$ cat config.mk
export PLATFORM = sky130hd
export DESIGN_NAME = sample_avg_ctrl
export DESIGN_NICKNAME = d
export VERILOG_FILES = /design/src/rtl/sample_avg_ctrl.sv
export SDC_FILE = /design/constraint.sdc
export NUM_CORES = 1
export LEC_CHECK = 0
export BUFFER_PORTS_ARGS = -buffer_cell sky130_fd_sc_hd__buf_2
export CAP_MARGIN = 10
export CORE_MARGIN = 1.5
export CORE_UTILIZATION = 60
export CTS_BUF_LIST = sky130_fd_sc_hd__clkbuf_4 sky130_fd_sc_hd__clkbuf_8
export CTS_CLUSTER_DIAMETER = 100
export DETAILED_ROUTE_END_ITERATION = 16
export GPL_ROUTABILITY_DRIVEN = 0
export GPL_TIMING_DRIVEN = 1
export PLACE_DENSITY = 0.88
export SLEW_MARGIN = 20
export SYNTH_ARGS = -nofsm -noshare
export SYNTH_HDL_FRONTEND = slang
export SYNTH_SLANG_ARGS = --single-unit
$ cat constraint.sdc
create_clock -name clk -period 7.8 [get_ports clk]
set_input_delay 1.56 -clock clk [delete_from_list [all_inputs] [get_ports clk]]
set_output_delay 1.56 -clock clk [all_outputs]
set_load 0.03 [all_outputs]
$ cat src/rtl/sample_avg_ctrl.sv
// ---------------------------------------------------------------------------
// sample_avg_ctrl
//   Accumulates an unsigned sample stream into a saturating sum and a count.
//   A window closes automatically after MAX_CNT samples or early on flush.
//   The controller then hands sum/count to an external divider and reports
//   the quotient as the window average.
//
//   Optional feature: define AVG_TIMEOUT_EN to add a divider watchdog. If the
//   divider stays silent for TIMEOUT cycles in WAIT, the window is reported
//   with avg_err=1.
//
// Ports
//   clk, rst        : clock (rising edge), synchronous active-high reset
//   s_valid/s_ready : sample handshake, s_data is the sample
//   flush           : close the current window early (ACCUM only)
//   div_start       : one-cycle start pulse to the divider
//   div_a, div_b    : dividend (sum) and divisor (count), held until EMIT
//   div_busy        : divider cannot accept a start
//   div_done        : divider result strobe with div_val/valid/dbz/ovf
//   avg_valid       : one-cycle result pulse
//   avg_data        : average (0 when avg_err)
//   avg_err         : divide-by-zero, overflow, saturation or invalid result
//   avg_count       : number of samples in the reported window
//   dbg_state       : current FSM state (ACCUM=0, LAUNCH=1, WAIT=2, EMIT=3)
//
// Handshake: a sample transfers on a rising edge where s_valid && s_ready;
// s_ready depends only on state, never on s_valid.
// ---------------------------------------------------------------------------
module sample_avg_ctrl #(
   parameter int WIDTH    = 24,
   parameter int SAMPLE_W = 16,
   parameter int MAX_CNT  = 255,
   parameter int TIMEOUT  = 1024
) (
   input  logic                clk,
   input  logic                rst,
   input  logic                s_valid,
   input  logic [SAMPLE_W-1:0] s_data,
   output logic                s_ready,
   input  logic                flush,
   output logic                div_start,
   output logic [WIDTH-1:0]    div_a,
   output logic [WIDTH-1:0]    div_b,
   input  logic                div_busy,
   input  logic                div_done,
   input  logic                div_valid,
   input  logic                div_dbz,
   input  logic                div_ovf,
   input  logic [WIDTH-1:0]    div_val,
   output logic                avg_valid,
   output logic [WIDTH-1:0]    avg_data,
   output logic                avg_err,
   output logic [15:0]         avg_count,
   output logic [1:0]          dbg_state
);

   typedef enum logic [1:0] {
      ST_ACCUM  = 2'd0,
      ST_LAUNCH = 2'd1,
      ST_WAIT   = 2'd2,
      ST_EMIT   = 2'd3
   } state_t;

   localparam logic [15:0] MAX_CNT_L = 16'(MAX_CNT);

   state_t             state_q;
   logic [WIDTH-1:0]   sum_q;
   logic [15:0]        cnt_q;
   logic               sat_q;
   logic               div_start_q;
   logic [WIDTH-1:0]   div_a_q;
   logic [WIDTH-1:0]   div_b_q;
   logic               avg_valid_q;
   logic [WIDTH-1:0]   avg_data_q;
   logic               avg_err_q;
   logic [15:0]        avg_count_q;

`ifdef AVG_TIMEOUT_EN
   localparam int TMO_W = $clog2(TIMEOUT + 1);
   localparam logic [TMO_W-1:0] TMO_LAST = TMO_W'(TIMEOUT - 1);
   logic [TMO_W-1:0]   tmo_q;
`endif

   // Accumulator next-state for the current ACCUM cycle.
   logic               xfer;
   logic [WIDTH:0]     sum_ext;
   logic [WIDTH-1:0]   sum_d;
   logic [15:0]        cnt_d;
   logic               sat_d;
   logic               close_win;
   logic               res_err;

   assign xfer    = s_valid && (state_q == ST_ACCUM);
   assign sum_ext = {1'b0, sum_q} + {{(WIDTH + 1 - SAMPLE_W){1'b0}}, s_data};

   always_comb begin
      sum_d = sum_q;
      cnt_d = cnt_q;
      sat_d = sat_q;
      if (xfer) begin
         // Carry out of the WIDTH-bit sum means the true total no longer fits.
         if (sum_ext[WIDTH]) begin
            sum_d = '1;
            sat_d = 1'b1;
         end else begin
            sum_d = sum_ext[WIDTH-1:0];
         end
         cnt_d = cnt_q + 16'd1;
      end
   end

   // A sample arriving together with flush belongs to the closing window.
   assign close_win = (state_q == ST_ACCUM) &&
                      ((xfer && (cnt_d == MAX_CNT_L)) || flush);

   assign res_err = div_dbz || div_ovf || sat_q || !div_valid;

   always_ff @(posedge clk) begin
      if (rst) begin
         state_q     <= ST_ACCUM;
         sum_q       <= '0;
         cnt_q       <= '0;
         sat_q       <= 1'b0;
         div_start_q <= 1'b0;
         div_a_q     <= '0;
         div_b_q     <= '0;
         avg_valid_q <= 1'b0;
         avg_data_q  <= '0;
         avg_err_q   <= 1'b0;
         avg_count_q <= '0;
`ifdef AVG_TIMEOUT_EN
         tmo_q       <= '0;
`endif
      end else begin
         case (state_q)
            ST_ACCUM: begin
               sum_q <= sum_d;
               cnt_q <= cnt_d;
               sat_q <= sat_d;
               if (close_win) begin
                  // Operands are frozen here and held until the next launch.
                  div_a_q <= sum_d;
                  div_b_q <= WIDTH'(cnt_d);
                  state_q <= ST_LAUNCH;
               end
            end
            ST_LAUNCH: begin
               if (!div_busy) begin
                  div_start_q <= 1'b1;
                  state_q     <= ST_WAIT;
`ifdef AVG_TIMEOUT_EN
                  tmo_q       <= '0;
`endif
               end
            end
            ST_WAIT: begin
               div_start_q <= 1'b0;
               if (div_done) begin
                  avg_valid_q <= 1'b1;
                  avg_err_q   <= res_err;
                  avg_data_q  <= res_err ? '0 : div_val;
                  avg_count_q <= cnt_q;
                  state_q     <= ST_EMIT;
               end
`ifdef AVG_TIMEOUT_EN
               else if (tmo_q == TMO_LAST) begin
                  avg_valid_q <= 1'b1;
                  avg_err_q   <= 1'b1;
                  avg_data_q  <= '0;
                  avg_count_q <= cnt_q;
                  state_q     <= ST_EMIT;
               end else begin
                  tmo_q <= tmo_q + 1'b1;
               end
`endif
            end
            ST_EMIT: begin
               avg_valid_q <= 1'b0;
               sum_q       <= '0;
               cnt_q       <= '0;
               sat_q       <= 1'b0;
               state_q     <= ST_ACCUM;
            end
            default: state_q <= ST_ACCUM;
         endcase
      end
   end

   assign s_ready   = (state_q == ST_ACCUM);
   assign div_start = div_start_q;
   assign div_a     = div_a_q;
   assign div_b     = div_b_q;
   assign avg_valid = avg_valid_q;
   assign avg_data  = avg_data_q;
   assign avg_err   = avg_err_q;
   assign avg_count = avg_count_q;
   assign dbg_state = state_q;

endmodule

* Word-level counts from Yosys, hierarchy flattened
Cells that the tools add are included.
** Storage, ports and cells
- Register bits after elaboration :: 126
- Logic and storage cells :: 57
- Output and inout bits :: 94
** Operators by class
- Equality and inequality tests :: 9
- Add/subtract/negate cells :: 2
- Reduce and logical (&&, ||, !) cells :: 18
- Multiplexer cells :: 17
** Operators with widths (count)
- 24-bit two-way mux :: 3
- 24-bit case mux with 2 select lines :: 1
- 16-bit case mux with 2 select lines :: 1
- 24-bit by 16-bit adder with 25-bit output :: 1
- 16-bit by 1-bit adder with 16-bit output (second input constant) :: 1
- 16-bit by 8-bit equality test with 1-bit output (second input constant) :: 1
- 16-bit two-way mux :: 1
- 2-bit case mux with 4 select lines :: 1
- 2-bit AND reduction :: 4
- 2-bit two-way mux :: 3
- 2-bit by 1-bit inequality test with 1-bit output (second input constant) :: 3
- 1-bit case mux with 2 select lines :: 3
- 3-bit AND reduction :: 2
- 2-bit nonzero test :: 3
- 2-bit equality test (second input constant) :: 2
- 1-bit logical OR :: 4
- 1-bit two-way mux :: 4
- 2-bit inequality test (second input constant) :: 2
- 1-bit logical AND :: 3
- 2-bit by 1-bit equality test with 1-bit output (second input constant) :: 1
- 2-bit zero test :: 1
- 1-bit zero test :: 1

* Logic depth before layout (Yosys ltp)
Gate-level depths: netlist of the first run.
- Depth after elaboration :: 9
- Mapped depth :: 14
- Mapped depth without buffers :: 10

* Least setup slack after synthesis of the first run
OpenSTA, ideal clock, no wires.
- Kind :: input to register
- Start :: input s_data[0]
- End :: register sum_q[9]
- Arrival time :: 3640 ps
- Setup slack :: 4033 ps
- Stages on the path :: 11
- Buffers on the path :: 1
- Library setup time :: 128 ps
- Cells stage by stage :: ha_1 > fa_1 > a21oi_1 > nand4b_1 > a21oi_1 > o21ai_1 > a211o_1 > clkbuf_1 > o211ai_1 > a22oi_1 > nor2_1
** Between the ends
- Longest elaborated chain between the ends :: 4
** Ends and longest elaborated chain
- from (decl) :: RTL line 38 : input logic [SAMPLE_W-1:0] s_data,
- 24-bit by 16-bit adder with 25-bit output :: RTL line 94 : assign sum_ext = {1'b0, sum_q} + {{(WIDTH + 1 - SAMPLE_W){1'b0}}, s_data};
- 24-bit two-way mux :: RTL line 102 : if (sum_ext[WIDTH]) begin
- 24-bit two-way mux :: RTL line 100 : if (xfer) begin
- 24-bit case mux with 2 select lines :: RTL line 135 : case (state_q)
- to (signal assigned) :: RTL line 137 : sum_q <= sum_d;
- to (decl) :: RTL line 67 : logic [WIDTH-1:0] sum_q;
Every way passes these cells.
A chain may end at the register's enable or synchronous reset.

* Worst setup path after layout of the first run
- Start :: input s_valid
- End :: register div_a_q[2], in the netlist div_a[2]
** Between the ends
- Longest elaborated chain between the ends :: 7
** Ends and longest elaborated chain
- from (decl) :: RTL line 37 : input logic s_valid,
- 1-bit logical AND (*) :: RTL line 93 : assign xfer = s_valid && (state_q == ST_ACCUM);
- 16-bit two-way mux :: RTL line 100
- 16-bit by 8-bit equality test with 1-bit output :: RTL line 114 : ((xfer && (cnt_d == MAX_CNT_L)) || flush);
- 1-bit logical AND :: RTL line 114
- 1-bit logical OR :: RTL line 114
- 1-bit logical AND :: RTL line 113 : assign close_win = (state_q == ST_ACCUM) &&
- 2-bit AND reduction (no source line)
- to (signal assigned) :: RTL line 142 : div_a_q <= sum_d;
- to (decl) :: RTL line 71 : logic [WIDTH-1:0] div_a_q;
Mark *: on every way between the ends. The rest lies on a longest branch, timed or not.

==> results.txt, run 1 <==
* Cell with the most instances after synthesis: dfxtp_1
- Clock Path Buffers: 2
- During placement, the flow inserted port buffers numbering 134.
* Count of TritonRoute iterations in the first routing pass: 5
* Series of cell instances along the critical path: buf_2, nand2_1, nor4_2, nand3_1, a211oi_1, a41oi_1, nor2b_4, buf_4, o221ai_1, a21oi_1
- Distinct cells, synth: 59
- Die area: 11100 sq um
- # IOs: 143
* Pins over their slew limit: 0
- Number of synthesized flops with an enable pin: 0
- The average instance in the mapped netlist occupies 8.09 sq um.
* Synthesized instance count: 777
* Pin slew with the least headroom to its limit: 1.00 ns
- Setup slack on the worst flop-to-flop path: 3.62 ns
* Diode insertion count for antenna repair: 0
* Wire length of the first global-routing pass: 26.5 mm
- For the worst-skew pair, the clock arrives at the later sink with an insertion delay of 0.45 ns.
- TritonCTS built the clock tree.
- Crit path max-delay family: simple AND/OR/NAND/NOR gates
- In this run the critical register-to-register path is captured at div_a[2]$_SDFFE_PP0P_.
- Post-CTS timing repair inserted 0 buffers for setup.
* Number of buffers inserted during clock tree synthesis: 17
- Fin nets: 951
- In this run, synthesis produced a sequential element count of 126.
* Hpwl dp: 11.0 mm
- Routed length per placed instance: 15.9 um
- Static leakage power: 3.02 nW
- The routed design has 16.3 mm of wire.
* Clock transition at the registers of the reported paths: 0.09 ns
- Number of hold buffers added after cts: 0
* Clock tree root buffer cell: clkbuf_8
- The count of endpoints failing hold in the final timing report was 0.
- Count of maximum capacitance violations: 0
- Cell at the slowest stage of the critical path: nor4_2
* Area of the core: 10200 sq um
- Once detail routing completed, the nets flagged for antenna violations numbered 0.
* DRC viols: 0
- The post-route netlist has 20.7% of its cells at a drive strength greater than 1.
- Worst hold stages: 2
- In this run the worst path has a maximum fanout of 54.
- For this run, the leading register cell type out of synthesis is dfxtp_1.
- Vias in the first global route: 5511
- STA puts the critical path data required time at 8.18 ns.
* Terminating pin of the worst hold path: avg_count[12]$_SDFFE_PP0P_
* Kind of path behind the tightest hold check: register to register
* Worst Setup Start Kind: input port
- The worst-case IR drop observed on VDD is 182 uV.
- Number of rows in the core area: 37
- For this run, the register share of the synthesized area comes to 40.1%.
- The top cell type by area accounts for 40.1% of the synthesized area.
- Measured against its own limit, the worst slew margin works out to 32.8%.
- Data on the critical path arrives at its endpoint at 4.90 ns.
- Summing over every cut layer, the via total after detailed routing is 6136.
- Cell count of the worst reg-to-reg path: 11
- In the final timing run, aggregate negative setup slack is 0 ns.
- The largest single stage delay on the critical path is 0.65 ns.
- Initial Util: 61.5%
* Clock sink count: 126
- Resized Gates After CTS: 0
* Area of the mapped netlist: 6290 sq um
* Power per standard cell area: 355 nW/um^2
- Worst path bufs/invs: 2
- Setup repair after global routing missed its margin: no
* Outcome: completed
- Overall power consumption after layout is estimated at 2.60 mW.
* Final worst path period share: 57.9%
- Setup violations remaining at the end of the flow were counted as 0.
- After synthesis, the cell types taking the most area are dfxtp_1 (40%), nor2_1 (6.8%), a21oi_1 (6.5%).
- Area Overhead vs Synth: 16.4%
- After synthesis, the share of flip-flops with an asynchronous set or reset is 0%.
- The Yosys step of the flow raised 0 warnings.
- Number of antenna violations at the first check in global routing: 0
* Overall die width: 105 um
- After global routing the overflow that remains totals 0.
- Entering global routing, the biggest net connects 90 pins.
- Worst Min Path Start: avg_count[12]$_SDFFE_PP0P_
- Using the TritonRoute via totals, the vias-per-cell ratio works out to 5.97.
- The largest total area in the synthesized netlist belongs to dfxtp_1.
* Top post-synthesis cells by count: dfxtp_1 (126), nor2_1 (114), a21oi_1 (82), nand2_1 (73), clkbuf_1 (38)
* Count of H-tree levels built during CTS: 4
- Overall global routing resource usage: 29.3%
- STA classifies the critical path endpoint as a register.
* Maximum clock rate: 0.222 GHz
- The critical path is of the input port to register type.
- Post-route clock skew: 0.0138 ns
- Height of the die: 105 um
* Startpoint of the lowest-slack register-to-register path: dbg_state[1]$_SDFFE_PP0P_
- The clock period could shrink to 4.51 ns.
- Drt initial violations: 608
==> report_power, final <==
group	switching, mW	total (mW)	internal (mW)
registers	0.0876	0.841	0.754
logic	0.795	1.18	0.383
clock network	0.310	0.578	0.268
==> worst register-to-register path, delay by kind of cell, from the launching register on <==
kind	cells	cell delay [ns]
adder cells (fa/ha/maj)	1	0.34
AND/OR/NAND/NOR	4	1.76
flip-flops	1	0.37
AO/OA/AOI/OAI	4	1.01
buffers and inverters	2	0.65
==> per-stage QoR <==
stage               instance area, sq um  worst slack [ns]  utilization [%]  hold slack, ns  instances
floorplan                           6310              4.03                -           0.445        784
global placement                    6920              3.14             67.6           0.441        996
detailed placement                  6920              2.92             67.6           0.449        996
CTS                                 7320              3.36             71.5           0.461       1028
global route                        7320              3.01             71.5           0.475       1028
finish                              7320              3.29             71.5           0.458       1028
==> layout make-up <==
cell class / count / area (sq um)
Clock buffer: 17 / 234
Tap cell: 136 / 170
Fill cell: 806 / 2910
Multi-Input combinational cell: 583 / 3460
Timing Repair Buffer: 141 / 726
Clock inverter: 15 / 166
Sequential cell: 126 / 2520
Inverter: 10 / 37.5
==> sequential cells by signal (all words and copies together) (netlist names) <==
| register | cells |
|---|---|
| avg_count | 16 |
| avg_data | 24 |
| avg_err | 1 |
| avg_valid | 1 |
| cnt_q | 16 |
| dbg_state | 2 |
| div_a | 24 |
| div_b | 16 |
| div_start | 1 |
| sat_q | 1 |
| sum_q | 24 |
==> metal layers <==
layer	track usage [%]	wire, um
met5	0	0
met4	9.88	363
met3	6.49	1450
met2	46.0	7540
met1	39.9	6970
==> logic make-up (layout without fill, tap and decap cells) <==
kind of cell / Yosys count / in the layout / share of synthesized area [%]
flip-flops: 126 / 126 / 40.1
other: 1 / 8 / 0.0596
AO/OA/AOI/OAI: 218 / 218 / 22.2
multiplexers: 9 / 9 / 1.43
XOR/XNOR: 34 / 34 / 4.74
AND/OR/NAND/NOR: 291 / 291 / 21.3
adder cells (fa/ha/maj): 23 / 23 / 4.70
buffers and inverters: 75 / 183 / 5.45
==> how the worst max path moves through the flow <==
| stage | from | to | slack, ns | cells past startpoint |
|---|---|---|---|---|
| 2_1_floorplan | s_data[0] | sum_q[9]$_SDFFE_PP0P_ | 4.03 | 11 |
| 3_3_place_gp | s_valid | div_a[1]$_SDFFE_PP0P_ | 3.14 | 10 |
| 3_5_place_dp | s_valid | div_a[1]$_SDFFE_PP0P_ | 2.92 | 10 |
| 4_1_cts | s_valid | div_a[1]$_SDFFE_PP0P_ | 3.36 | 10 |
| 5_1_grt | s_valid | div_a[1]$_SDFFE_PP0P_ | 3.01 | 10 |
| 6_report | s_valid | div_a[2]$_SDFFE_PP0P_ | 3.29 | 10 |
==> layout by cell type (no fill, tap or decap), types with 4 or more instances in the layout <==
| master | netlist | layout |
|---|---|---|
| nor2b_1 | 5 | 4 |
| xnor2_1 | 18 | 18 |
| nor2_1 | 114 | 114 |
| inv_8 | 0 | 4 |
| inv_6 | 0 | 6 |
| a31oi_1 | 6 | 6 |
| a21o_1 | 7 | 7 |
| and3_1 | 8 | 8 |
| o21a_1 | 5 | 5 |
| nor3_1 | 20 | 19 |
| o221ai_1 | 5 | 5 |
| o211ai_1 | 8 | 8 |
| nor4_1 | 5 | 5 |
| nand2_1 | 73 | 73 |
| ha_1 | 22 | 22 |
| nand3_1 | 18 | 18 |
| a311oi_1 | 5 | 5 |
| mux2i_1 | 9 | 9 |
| clkbuf_8 | 0 | 17 |
| a22oi_1 | 35 | 35 |
| dfxtp_1 | 126 | 126 |
| o21ai_0 | 24 | 24 |
| conb_1 | 1 | 8 |
| nand4_1 | 8 | 8 |
| nand2b_1 | 16 | 16 |
| or3_1 | 7 | 7 |
| buf_2 | 10 | 133 |
| a211oi_1 | 24 | 24 |
| xor2_1 | 16 | 16 |
| inv_1 | 8 | 8 |
| a21oi_1 | 82 | 82 |
| buf_4 | 11 | 8 |
(Power assumes the default switching activity.)
==> run 2: changes to the inputs <==
--- a/config.mk
+++ b/config.mk
@@ -8,13 +8,13 @@
 export BUFFER_PORTS_ARGS = -buffer_cell sky130_fd_sc_hd__buf_2
 export CAP_MARGIN = 10
 export CORE_MARGIN = 1.5
-export CORE_UTILIZATION = 60
+export CORE_UTILIZATION = 56
 export CTS_BUF_LIST = sky130_fd_sc_hd__clkbuf_4 sky130_fd_sc_hd__clkbuf_8
 export CTS_CLUSTER_DIAMETER = 100
 export DETAILED_ROUTE_END_ITERATION = 16
 export GPL_ROUTABILITY_DRIVEN = 0
 export GPL_TIMING_DRIVEN = 1
-export PLACE_DENSITY = 0.88
+export PLACE_DENSITY = 0.83
 export SLEW_MARGIN = 20
 export SYNTH_ARGS = -nofsm -noshare
 export SYNTH_HDL_FRONTEND = slang
==> constraint.sdc (replaced) <==
create_clock -name clk -period 4.3 [get_ports clk]
set_input_delay 0.86 -clock clk [delete_from_list [all_inputs] [get_ports clk]]
set_output_delay 0.86 -clock clk [all_outputs]
set_load 0.03 [all_outputs]
==> run 2 against run 1 <==
Count of clock-buffer cells in the layout up 1; largest power group unchanged; combinational power up 84%; power up 84%; setup slack worse by 2.8 ns; final cell count up 0.68%; cell area up 0.63%; clock power up 90%; global-route usage down 2.3 points; register-to-register slack worse by 3.1 ns.
==> results.txt, run 2 (synthesis gave the netlist of run 1 again) <==
* Outcome: completed
- CTS tree: built
- The critical path required time came to 4.59 ns (-3.59 ns).
- The number of sinks on the clock net came to 126 (unchanged).
- The post-placement cell area came to 6950 sq um (+0.40%).
- Worst Setup Start Kind: register
* Post-route core utilization: 67.6% (-3.9 points)
- Die area: 11900 sq um (+6.9%)
- Slack of the critical path: 0.494 ns (-2.79 ns)
- The total of cells resized after clock tree synthesis is 0 (unchanged).
- The worst path needs 3.81 ns of the cycle, external delays included.
- The global-route wire length before repair was 25.4 mm (-4.1%).
- Relative slew margins: 28.3% (-4.5 points)
- The proportion of total power due to net switching was 44.8% (-1.1 points).
- The floorplan core area came to 10900 sq um (+6.4%).
- The vertical die dimension was 109 um (+3.4%).
- Routed via count: 6020 (-1.9%)
- Int Pwr: 2.64 mW (+88%)
- Startpoint of the lowest-slack register-to-register path: dbg_state[0]$_SDFFE_PP0P_
- The post-layout instance count excluding filler cells is 1035 (+0.68%).
- Setup fix buffers added after clock tree synthesis: 0 (unchanged)
- The endpoint identified for the worst register-to-register timing path is div_a[10]$_SDFFE_PP0P_.
* Clock tree root buffer cell: clkbuf_8
- The final global-route overflow total was 0 (unchanged).
* Net switching power figure: 2.15 mW (+80%)
* Pin slew with the least headroom to its limit: 1.07 ns (+0.0666 ns)
- Setup repair after global routing left no endpoint under its margin.
- The width of the die is 109 um (+3.4%).
* Worst Min Path Start: avg_count[13]$_SDFFE_PP0P_
- The total inserted antenna cells is 0 (unchanged).
- The clock share of power came to 23.0% (+0.7 points).
* Count of TritonRoute iterations in the first routing pass: 6 (+1)
- Quantity of I/O buffers inserted on ports: 134 (unchanged)
- The static leakage came to 3.05 nW (+0.95%).
- Met3 layer wire length in the routed design: 1.31 mm (-9.9%)
- The number of I/O pins came to 143 (unchanged).
- Number of placed instances with taps included: 1003 (+0.70%)
- The initial detailed-routing violation count is 490 (-19%).
- The met1 layer wirelength in the final routing is 7.12 mm (+2.1%).
- Critical-path maximum fanout: 50 (-7.4%)
- Maximum number of pins on one net before global-route repair: 89 (-1.1%)
- Total area of sequential cells: 2520 sq um (unchanged)
- Area Overhead vs Synth: 17.1%
- Hpwl dp: 10.9 mm (-0.84%)
- Finished Cell Area: 7360 sq um (+0.63%)
* Fin nets: 954 (+0.32%)
* Power consumption: 4.79 mW (+84%)
* Vias in the first global route: 5201 (-5.6%)
- Setup slack on the worst flop-to-flop path: 0.49 ns (-3.13 ns)
- The arrival time at the worst endpoint is 4.09 ns (-0.81 ns).
- Hold Worst Slack: 0.456 ns (-0.00258 ns)
- Maximum clock rate: 0.263 GHz
- Number of buffers inserted during clock tree synthesis: 17 (unchanged)
* Routed length on met2: 7.37 mm (-2.3%)
- The number of antenna violations at the first check in global routing was 0 (unchanged).
* Clock transition at the registers of the reported paths: 0.09 ns (about the same)
* Cell count of the worst reg-to-reg path: 11 (unchanged)
- The area occupied by multi-input gates is 3460 sq um (unchanged).
- The number of pins exceeding their max-slew limit in the final report came to 0 (unchanged).
* Count of H-tree levels built during CTS: 4 (unchanged)
- The library cell used most frequently in the layout, excluding fill and tap cells, is buf_2.
- The count of maximum capacitance violations was 0 (unchanged).
- Final setup TNS: 0 ns (unchanged)
- The final-report setup violation count is 0 (unchanged).
- The power density of the placed cells came to 650 nW/um^2 (+83%).
- The count of endpoints failing hold in the final timing report came to 0 (unchanged).
- Highest-count cells in the layout ignoring fill and taps: buf_2 (133), dfxtp_1 (126), nor2_1 (114), a21oi_1 (82), nand2_1 (73)
* Terminating pin of the worst hold path: avg_count[13]$_SDFFE_PP0P_
- Post-Route WL: 16.0 mm (-1.9%)
* DRC viols: 0 (unchanged)
- The total routing usage reported by global routing was 27.0% (-2.3 points).
* Worst hold stages: 2 (unchanged)
* CP Class: register to register
* Flop pwr share: 31.8% (-0.6 points)
- Post-route clock skew: 0.0117 ns (-0.00209 ns)
* Initial Util: 57.8% (-3.7 points)
* Sort of element at the end of the critical path: register
- The cell row count came to 38 (+2.7%).
- The number of buffers on the longest clock path was 2 (unchanged).
- Signal routing reaches up to met4.
* Share of final-layout standard cells stronger than drive strength 1: 21.0% (+0.27 points)
- Clock network latency to the later pin of the worst-skew pair: 0.45 ns (about the same)
* Comb power frac: 45.3% (about the same)
* Number of hold buffers added after cts: 0 (unchanged)
- Number of routed nets with antenna violations: 0 (unchanged)
- The detailed-route wire length per cell came to 15.5 um (-2.6%).
* Worst slack, placed: 0.591 ns (-2.33 ns)
- The worst vdd rail ir drop is 309 uV (+70%).
* Vias/cell: 5.82 (-2.6%)
- The min-delay analysis places its worst path in the category register to register.
* Fill cells: 912 (+13%)
- The final critical path takes up 88.5% of the cycle.
==> run 2: layout make-up <==
cell class | count | share of cell area (%)
Multi-Input combinational cell | 583 | 47.0
Tap cell | 140 | 2.38
Clock buffer | 18 | 3.36
Clock inverter | 14 | 2.33
Sequential cell | 126 | 34.3
Timing Repair Buffer | 144 | 10.2
Inverter | 10 | 0.510
==> run 2: worst max-delay path by stage <==
| stage | end | startpoint | slack (ns) |
|---|---|---|---|
| finish | div_a[10]$_SDFFE_PP0P_ | dbg_state[0]$_SDFFE_PP0P_ | 0.49 |
| global route | div_a[10]$_SDFFE_PP0P_ | dbg_state[0]$_SDFFE_PP0P_ | 0.36 |
| CTS | div_a[10]$_SDFFE_PP0P_ | dbg_state[0]$_SDFFE_PP0P_ | 0.65 |
| detailed placement | div_a[10]$_SDFFE_PP0P_ | s_valid | 0.59 |
| global placement | div_a[10]$_SDFFE_PP0P_ | s_valid | 0.60 |
| floorplan | sum_q[9]$_SDFFE_PP0P_ | s_data[0] | 1.23 |
==> run 2: power groups by stage <==
stage / clock network (mW) / logic, mW / registers (mW)
after floorplan: 0 / 1.40 / 1.74
after global routing: 1.17 / 2.37 / 1.54
final: 1.10 / 2.17 / 1.52
after global placement: 0 / 2.10 / 1.54
after CTS: 1.10 / 2.14 / 1.52
after detailed placement: 0 / 2.12 / 1.54
==> run 2: critical path: stages, from the launching register on <==
cell and delay (ns):
dfxtp_1 0.36, inv_1 0.13, ha_1 0.40, nand4_1 0.33
nor3_2 0.35, nand4_1 0.16, a2111oi_2 0.40, a41oi_1 0.27
nor2b_4 0.17, buf_4 0.41, nor2_1 0.16, a211oi_1 0.46
==> run 2: layer usage <==
layer / up-vias / global-route usage [%]
met5: - / 0
met4: 0 / 7.24
met3: 31 / 6.22
met2: 261 / 43.0
met1: 2762 / 36.6
li1: 2966 / -
==> run 3: changes to the inputs <==
--- a/config.mk
+++ b/config.mk
@@ -14,7 +14,7 @@
 export DETAILED_ROUTE_END_ITERATION = 16
 export GPL_ROUTABILITY_DRIVEN = 0
 export GPL_TIMING_DRIVEN = 1
-export PLACE_DENSITY = 0.83
+export PLACE_DENSITY = 0.87
 export SLEW_MARGIN = 20
 export SYNTH_ARGS = -nofsm -noshare
 export SYNTH_HDL_FRONTEND = slang
==> run 3 against run 2 <==
Clock skew down 0.0050 ns; critical path depth unchanged; critical endpoint is now div_a[12]$_SDFFE_PP0P_; sequential power about the same; routed wire length up 3.7%; combinational power about the same; final cell count about the same; critical path type unchanged.
==> results.txt, run 3 (synthesis gave the netlist of run 1 again) <==
* Count of TritonRoute iterations in the first routing pass: 5 (-1)
- The final antenna-violating net count came to 0 (unchanged).
- The detailed-route wire length per cell is 16.1 um (+3.8%).
* CP Class: register to register
- Clock tree root buffer cell: clkbuf_8
- Static leakage power: 3.02 nW (-0.95%)
- The count of maximum capacitance violations was 0 (unchanged).
- The number of buffers added for setup after CTS was 0 (unchanged).
* Vias in the first global route: 5413 (+4.1%)
- Critical-path maximum fanout: 69 (+38%)
- The via count normalized by instance count was 5.97 (+2.6%).
* Maximum number of pins on one net before global-route repair: 87 (-2.2%)
- The power density of the placed cells is 638 nW/um^2 (-1.8%).
- The quantity of I/O buffers inserted on ports is 134 (unchanged).
* # IOs: 143 (unchanged)
- Cell at the slowest stage of the critical path: nor4_2
- Setup repair after global routing left no endpoint under its margin.
- Highest-count cells in the layout ignoring fill and taps: buf_2 (133), dfxtp_1 (126), nor2_1 (114), a21oi_1 (82), nand2_1 (73)
* Final setup TNS: 0 ns (unchanged)
* Number of antenna violations at the first check in global routing: 0 (unchanged)
- DP Area: 6960 sq um (+0.18%)
- Number of buffers inserted during clock tree synthesis: 17 (unchanged)
* Die area: 11900 sq um (unchanged)
- Post-route clock skew: 0.00673 ns (-0.00496 ns)
- The worst vdd rail ir drop came to 319 uV (+3.0%).
- Final Hold Fails: 0 (unchanged)
* Pin slew with the least headroom to its limit: 1.18 ns (+0.108 ns)
- DRC viols: 0 (unchanged)
- The final HPWL from detailed placement was 11.1 mm (+1.7%).
- Number of rows in the core area: 38 (unchanged)
- Area Overhead vs Synth: 16.5%
- The width of the die is 109 um (unchanged).
* Finished Cell Area: 7330 sq um (-0.51%)
- The arrival time at the worst endpoint was 3.69 ns (-0.40 ns).
- Area of the core: 10900 sq um (unchanged)
- Share of final-layout standard cells stronger than drive strength 1: 20.9% (-0.088 points)
- The highest clock rate is 0.295 GHz (+12%).
- The initial detailed-routing violation count was 620 (+27%).
- The total number of vias was 6170 (+2.5%).
* Period minus WS final: 3.39 ns (-0.413 ns)
* Resized Gates After CTS: 0 (unchanged)
- The worst setup path is launched from a register.
- Number of placed instances with taps included: 1003 (unchanged)
- Total congestion overflow after global routing: 0 (unchanged)
- Number of hold buffers added after cts: 0 (unchanged)
* Diode insertion count for antenna repair: 0 (unchanged)
- Overall global routing resource usage: 28.4% (+1.5 points)
- The final-report setup violation count came to 0 (unchanged).
* Relative slew margins: 21.1% (-7.2 points)
- Kind of path behind the tightest hold check: register to register
* Fin nets: 954 (unchanged)
- The later-pin clock latency in the skew report is 0.44 ns (about the same).
- The CTS H-tree depth is 4 (unchanged).
* Sort of element at the end of the critical path: register
- Final worst path period share: 78.9% (-9.6 points)
* Worst slack, placed: 0.870 ns (+0.278 ns)
* Outcome: completed
- CTS tree: built
- The number of sinks on the clock net was 126 (unchanged).
- Height of the die: 109 um (unchanged)
* Series of cell instances along the critical path: inv_1, ha_1, nand2_1, nor4_2, nand3_1, a211oi_1, a41oi_1, nor2b_4, buf_12, mux2i_1, nor2_1
- Max incr delay on CP: 0.67 ns (+0.21 ns)
* Wire length of the first global-routing pass: 26.5 mm (+4.4%)
- The post-layout instance count excluding filler cells is 1034 (-0.097%).
- The critical path required time came to 4.60 ns (about the same).
* Clock Path Buffers: 2 (unchanged)
- Pins over their slew limit: 0 (unchanged)
- Most common cell after layout, fill and taps aside: buf_2
* Slack of the critical path: 0.908 ns (+0.413 ns)
- The clock-pin slew on the worst setup and hold paths was 0.07 ns (-0.02 ns).
* Post-Route WL: 16.6 mm (+3.7%)
* Initial Util: 57.8% (unchanged)
run 3: changes by cell type in the layout (fill, tap and decap cells not counted):
| cell | before | now |
|---|---|---|
| buf_12 | 0 | 1 |
| buf_4 | 11 | 10 |
| bufinv_16 | 2 | 1 |
| clkbuf_4 | 0 | 1 |
| clkinv_2 | 0 | 2 |
| clkinv_4 | 3 | 2 |
| clkinvlp_4 | 1 | 4 |
| inv_6 | 5 | 3 |
| inv_8 | 3 | 0 |
run 3: metrics by stage:
stage	hold slack [ns]	power, mW	utilization (%)
global route	0.472	4.96	67.3
floorplan	0.445	3.14	-
CTS	0.455	4.64	67.3
detailed placement	0.446	3.68	63.9
finish	0.451	4.68	67.3
global placement	0.442	3.65	63.9
run 3: worst paths after layout:
check / from / endpoint / slack (ns) / cells after the start
max: dbg_state[1]$_SDFFE_PP0P_ / div_a[12]$_SDFFE_PP0P_ / 0.91 / 11
min: avg_count[5]$_SDFFE_PP0P_ / avg_count[5]$_SDFFE_PP0P_ / 0.45 / 2
max reg2reg: dbg_state[1]$_SDFFE_PP0P_ / div_a[12]$_SDFFE_PP0P_ / 0.91 / 11
min reg2reg: avg_count[5]$_SDFFE_PP0P_ / avg_count[5]$_SDFFE_PP0P_ / 0.45 / 2
run 3: worst max-delay path: cells and delay by family (launching register included):
family	cells	cell delay [ns]
AO/OA/AOI/OAI	2	0.50
adder cells (fa/ha/maj)	1	0.38
buffers and inverters	2	0.41
flip-flops	1	0.36
multiplexers	1	0.26
AND/OR/NAND/NOR	5	1.31
run 3: area by class of cell:
class                      instances  area [sq um]
sequential                       126          2520
timing repair buffer             144           761
inverter                          10          37.5
clock inverter                    12           114
fill                             906          3560
tap                              140           175
clock buffer                      19           255
multi-input combinational        583          3460
run 3: power by group:
group,total [mW],internal (mW),switching [mW]
Sequential,1.53,1.37,0.163
Combinational,2.19,0.728,1.46
Clock,0.957,0.478,0.479
Total,4.68,2.57,2.10
run 3: per-layer routing:
metal,wire (um),track usage [%],vias up
met5,0,0,-
met2,7200,41.2,367
met4,365,11.1,0
met1,7310,41.1,2809
li1,-,-,2949
met3,1730,5.98,45
